--- src/rtl/dcache_port_arbiter.sv ---
// ============================================================================
// Module   : dcache_port_arbiter
// Function : Round-robin sharing of the single dcache port between the load
//            (m0) and store (m1) paths; one transaction outstanding at a time.
// Revision : 1.0 - initial release
// ============================================================================
`default_nettype none

module dcache_port_arbiter #(
  parameter int ADDR_WIDTH = 32,
  parameter int DATA_WIDTH = 32
) (
  input  logic                    clk,
  input  logic                    rst_n,

  input  logic                    m0_req_valid,
  output logic                    m0_req_ready,
  input  logic [ADDR_WIDTH-1:0]   m0_req_addr,
  input  logic                    m0_req_we,
  input  logic [DATA_WIDTH-1:0]   m0_req_wdata,
  input  logic [DATA_WIDTH/8-1:0] m0_req_wstrb,
  output logic                    m0_resp_valid,
  input  logic                    m0_resp_ready,
  output logic [DATA_WIDTH-1:0]   m0_resp_rdata,

  input  logic                    m1_req_valid,
  output logic                    m1_req_ready,
  input  logic [ADDR_WIDTH-1:0]   m1_req_addr,
  input  logic                    m1_req_we,
  input  logic [DATA_WIDTH-1:0]   m1_req_wdata,
  input  logic [DATA_WIDTH/8-1:0] m1_req_wstrb,
  output logic                    m1_resp_valid,
  input  logic                    m1_resp_ready,
  output logic [DATA_WIDTH-1:0]   m1_resp_rdata,

  output logic                    c_req_valid,
  input  logic                    c_req_ready,
  output logic [ADDR_WIDTH-1:0]   c_req_addr,
  output logic                    c_req_we,
  output logic [DATA_WIDTH-1:0]   c_req_wdata,
  output logic [DATA_WIDTH/8-1:0] c_req_wstrb,
  input  logic                    c_resp_valid,
  output logic                    c_resp_ready,
  input  logic [DATA_WIDTH-1:0]   c_resp_rdata,

  output logic [1:0]              grant,
  output logic                    busy
);

  localparam int STRB_WIDTH = DATA_WIDTH / 8;

  typedef enum logic [1:0] {
    IDLE  = 2'd0,
    ISSUE = 2'd1,
    WAIT  = 2'd2
  } state_t;

  state_t                r_state;
  logic                  r_ptr;
  logic [1:0]            r_grant;
  logic                  r_busy;
  logic                  r_c_req_valid;
  logic [ADDR_WIDTH-1:0] r_addr;
  logic                  r_we;
  logic [DATA_WIDTH-1:0] r_wdata;
  logic [STRB_WIDTH-1:0] r_wstrb;

  logic w_idle;
  logic w_wait;
  logic w_win0;
  logic w_win1;
  logic w_accept;
  logic w_own0;
  logic w_own1;
  logic w_done;

  assign w_idle   = (r_state == IDLE);
  assign w_wait   = (r_state == WAIT);

  // On contention the pointer decides; a lone requester always wins.
  assign w_win0   = m0_req_valid & (~m1_req_valid | ~r_ptr);
  assign w_win1   = m1_req_valid & (~m0_req_valid |  r_ptr);
  assign w_accept = w_idle & (m0_req_valid | m1_req_valid);

  assign m0_req_ready = w_idle & w_win0;
  assign m1_req_ready = w_idle & w_win1;

  assign w_own0 = w_wait & r_grant[0];
  assign w_own1 = w_wait & r_grant[1];

  assign c_resp_ready  = (w_own0 & m0_resp_ready) | (w_own1 & m1_resp_ready);
  assign m0_resp_valid = w_own0 & c_resp_valid;
  assign m1_resp_valid = w_own1 & c_resp_valid;
  assign m0_resp_rdata = w_own0 ? c_resp_rdata : '0;
  assign m1_resp_rdata = w_own1 ? c_resp_rdata : '0;

  assign w_done = w_wait & c_resp_valid & c_resp_ready;

  assign c_req_valid = r_c_req_valid;
  assign c_req_addr  = r_addr;
  assign c_req_we    = r_we;
  assign c_req_wdata = r_wdata;
  assign c_req_wstrb = r_wstrb;
  assign grant       = r_grant;
  assign busy        = r_busy;

  always_ff @(posedge clk or negedge rst_n) begin
    if (!rst_n) begin
      r_state       <= IDLE;
      r_ptr         <= 1'b0;
      r_grant       <= 2'b00;
      r_busy        <= 1'b0;
      r_c_req_valid <= 1'b0;
      r_addr        <= '0;
      r_we          <= 1'b0;
      r_wdata       <= '0;
      r_wstrb       <= '0;
    end else begin
      case (r_state)
        IDLE: begin
          if (w_accept) begin
            r_state       <= ISSUE;
            r_grant       <= {w_win1, w_win0};
            r_busy        <= 1'b1;
            r_c_req_valid <= 1'b1;
            r_addr        <= w_win1 ? m1_req_addr  : m0_req_addr;
            r_we          <= w_win1 ? m1_req_we    : m0_req_we;
            r_wdata       <= w_win1 ? m1_req_wdata : m0_req_wdata;
            r_wstrb       <= w_win1 ? m1_req_wstrb : m0_req_wstrb;
          end
        end
        ISSUE: begin
          if (c_req_ready) begin
            r_state       <= WAIT;
            r_c_req_valid <= 1'b0;
          end
        end
        WAIT: begin
          // Hand priority to whichever requester did not own this transaction.
          if (w_done) begin
            r_state <= IDLE;
            r_grant <= 2'b00;
            r_busy  <= 1'b0;
            r_ptr   <= r_grant[0];
          end
        end
        default: begin
          r_state <= IDLE;
        end
      endcase
    end
  end

endmodule

`default_nettype wire
--- config.mk ---
export PLATFORM = sky130hd
export DESIGN_NAME = dcache_port_arbiter
export DESIGN_NICKNAME = d
export VERILOG_FILES = /design/src/rtl/dcache_port_arbiter.sv
export SDC_FILE = /design/constraint.sdc
export NUM_CORES = 1
export LEC_CHECK = 0
export BUFFER_PORTS_ARGS = -buffer_cell sky130_fd_sc_hd__buf_2
export CORE_AREA = 3 3 124 126
export DETAILED_ROUTE_END_ITERATION = 7
export DIE_AREA = 0 0 127 129
export PLACE_DENSITY = 0.61
export RECOVER_POWER = 100
export SYNTH_ARGS = -nofsm -noshare
export SYNTH_HDL_FRONTEND = slang
export SYNTH_SLANG_ARGS = --single-unit
--- constraint.sdc ---
create_clock -name clk -period 1.89 [get_ports clk]
set_input_delay 0.2835 -clock clk [delete_from_list [all_inputs] [get_ports clk]]
set_output_delay 0.2835 -clock clk [all_outputs]
set_load 0.005 [all_outputs]
==> run_results.csv <==
group,metric,value,unit
job,maxCapViolCount,0,
critical_path,worstRegToRegCells,4,
sta,max_freq,552.2,MHz
power_and_ir_drop,power_density,1399,nW/um2
cts,clkSinkCount,76,
sta,setup_viol,0,
synth,synth_top_flop_cell,"dfrtp_1",
synth,synthDistinctLibCells,27,
sta,tightestPinTransition,825.0,ps
cells_and_area,layout-drive-gt1-share,35.54,%
global_route,antenna_found_initial,1,
global_route,grt-busiest-layer,"met2",
synth,yosysTopAreaCellShare,43.91,%
global_route,grt_pass1_vias,5016,
sta,finalHoldViolations,0,
worst_hold_path,hold_depth,2,
critical_path,cp_slowest_cell,"dfrtp_1",
sta,finalCritPeriodShare,95.82,%
sta,worst_slack,79.00,ps
global_route,grt_use_met3,4.898,%
critical_path,path_cells,"nor2b_4 -> buf_12 -> and3_1 -> clkbuf_1",
synth,synth_nets,690,
worst_hold_path,hold_path_end,"r_state[0]",
cts,clockBufferDepth,2,
global_route,grt_pass1_wl,28060,um
die,row_count,44,
synth,ys_top_cells_by_area,"dfrtp_1 (44%), and3_1 (9.5%), a31oi_1 (8.5%)",
routing,vias,5300,
sta,maxSlewHeadroom,45.00,%
sta,fin_tns_setup,0,ps
critical_path,start_kind,"flop",
synth,yosysWarningCount,0,
cts,clk_latency,340,ps
synth,synth-edff-count,0,
sta,skew,8.367,ps
placed_design,pre_cts_ws,345.4,ps
die,die_x,127,um
global_route,grt_max_degree,73,
routing,drtPass1Iterations,5,
synth,yosys.area.top_type,"dfrtp_1",
outcome,outcome,"complete, no violations",
global_route,use_met2,38.48,%
placed_design,detailed_place_hpwl,13250,um
synth,ys_seq_elements,76,
synth,synth_most_common_cell,"dfrtp_1",
critical_path,r2r_start,"r_state[0]",
cts,cts_tree,"done",
cells_and_area,syn2layout_area_growth,45.41,%
routing,ant_nets,0,
worst_hold_path,min_from,"c_req_ready",
critical_path,cp.depth,4,
critical_path,required,1610,ps
power_and_ir_drop,power.ir.vdd_worst,0.5532,mV
global_route,groute.usage.overall,21.88,%
critical_path,rrSetupSlack,230,ps
sta,rsz0062_at_grt,"no",
cells_and_area,nets,973,
synth,syn-instance-count,512,
critical_path,slowest_delay,460,ps
worst_hold_path,holdCritPathClass,"in -> reg",
routing,routed_wl,18990,um
routing,drt_first_iter_violations,356,
cts,clk_pin_slew_worst_paths,50,ps
synth,synth_area_per_cell,8.460,um2
power_and_ir_drop,power_leakage,3.042,nW
synth,synth.cell_area,4332,um2
routing,wl_per_cell,19.30,um
placed_design,port_buffers,319,
cts,numCtsBuffers,9,
critical_path,r2r-end,"c_req_addr[29]",
placed_design,gp_congestion,0.9136,
sta,drv_slew,0,
critical_path,path_class,"reg -> out",
die,die_h,129,um
critical_path,crit_path_end_kind,"output pin",
cts,post_cts_buffers,0,
die,coreArea,14420,um2
synth,ys_seq_area_share,43.91,%
synth,synthTopCellsByCount,"dfrtp_1 (76), a21oi_1 (70), nand3_1 (69), o21ai_0 (69), and3_1 (66)",
die,dieArea,16380,um2
cts,root_buffer,"clkbuf_16",
critical_path,startpoint,"r_state[0]",
die,io_pins,320,
die,initial_utilization,30.03,%
sta,min_period,1811,ps
synth,synth_async_sr_flop_share,100.0,%
routing,vias_per_cell,5.386,
critical_path,crit_fanout,35,
global_route,met1_usage,25.64,%
critical_path,path_buf_inv,2,
routing,drcViolationCount,0,
critical_path,critPathArrivalTime,1530,ps
critical_path,path_delay_family,"flip-flops",
global_route,grt_overflow,0,
cts,h-tree-depth,3,
-- worst max-delay path by stage --
stage / endpoint / slack, ps
6_report: m1_resp_rdata[9] / 80
3_3_place_gp: m1_req_ready / 320
5_1_grt: m1_resp_rdata[2] / 9
2_1_floorplan: m1_resp_rdata[10] / 370
3_5_place_dp: c_req_wdata[11] / 350
4_1_cts: m0_resp_rdata[17] / 40
-- cell type report --
| class | instances | area, um2 |
|---|---|---|
| flip-flops and latches | 76 | 1903 |
| fillers | 1510 | 8125 |
| clock buffers | 13 | 260.3 |
| multi-input cells | 368 | 2130 |
| repair buffers | 339 | 1759 |
| well taps | 184 | 230.2 |
| inverters | 1 | 3.754 |
| clock inverters | 2 | 10.01 |
| diodes | 1 | 2.502 |
-- timing repair --
| action | in CTS | in global routing |
|---|---|---|
| resized for setup | 1 | 1 |
| hold buffers | 1 | 0 |
| hold endpoints to repair | 30 | 0 |
| endpoints found under the setup margin | 1 | 11 |
| cloned | 0 | 1 |
| pin swaps | 0 | 0 |
-- power breakdown --
group | internal [mW] | switching, mW | total [mW]
registers | 2.46 | 0.490 | 2.95
clock network | 0.950 | 0.655 | 1.60
logic | 1.76 | 2.50 | 4.26
total | 5.17 | 3.65 | 8.81
-- worst reg2reg max path, cell delays in order, from the launching register on --
cell and delay [ps]:
dfrtp_1 460, nor2_4 210, and2_0 220, clkbuf_4 450, a31oi_1 170
-- layout by cell type (no fill, tap or decap), types with 5 or more instances in the layout --
cell       count
buf_2        226
o21ai_0       69
nand2_1        5
clkbuf_2      10
a21oi_1       70
nand3_1       69
and3_1        66
buf_12         8
buf_4          6
dfrtp_1       75
clkbuf_16     10
a31oi_2        9
a31oi_1       60
clkbuf_1      86
-- registers in the layout, summed over array words and instances (netlist names) --
signal       count
c_req_wstrb      4
r_state          2
c_req_valid      1
r_ptr            1
busy             1
c_req_addr      32
c_req_we         1
c_req_wdata     32
grant            2
-- metal layers --
metal  vias to the layer above  wire, um
li1                       2482         -
met1                      2523      7134
met2                       261      9802
met3                        34      1479
met4                         0       573
met5                         -         0
-- through the flow --
step | util, % | area (um2) | hold slack, ps | std cells | power, mW
2_1_floorplan | - | 4332 | -12.09 | 512 | 5.371
5_1_grt | 43.67 | 6299 | 163.8 | 984 | 9.494
4_1_cts | 44.54 | 6425 | 138.0 | 982 | 9.075
6_report | 43.67 | 6299 | 153.5 | 984 | 8.814
3_5_place_dp | 42.57 | 6140 | 265.1 | 966 | 7.424
3_3_place_gp | 42.57 | 6140 | 258.9 | 966 | 7.393
-- cells by family after synthesis --
kind of cell	Yosys count	synth area share (%)
AO/OA/AOI/OAI	214	28.65
buffers and inverters	68	7.423
flip-flops	76	43.91
multiplexers	1	0.2599
AND/OR/NAND/NOR	153	19.76
No activity file was read; power rests on OpenSTA's default activity.
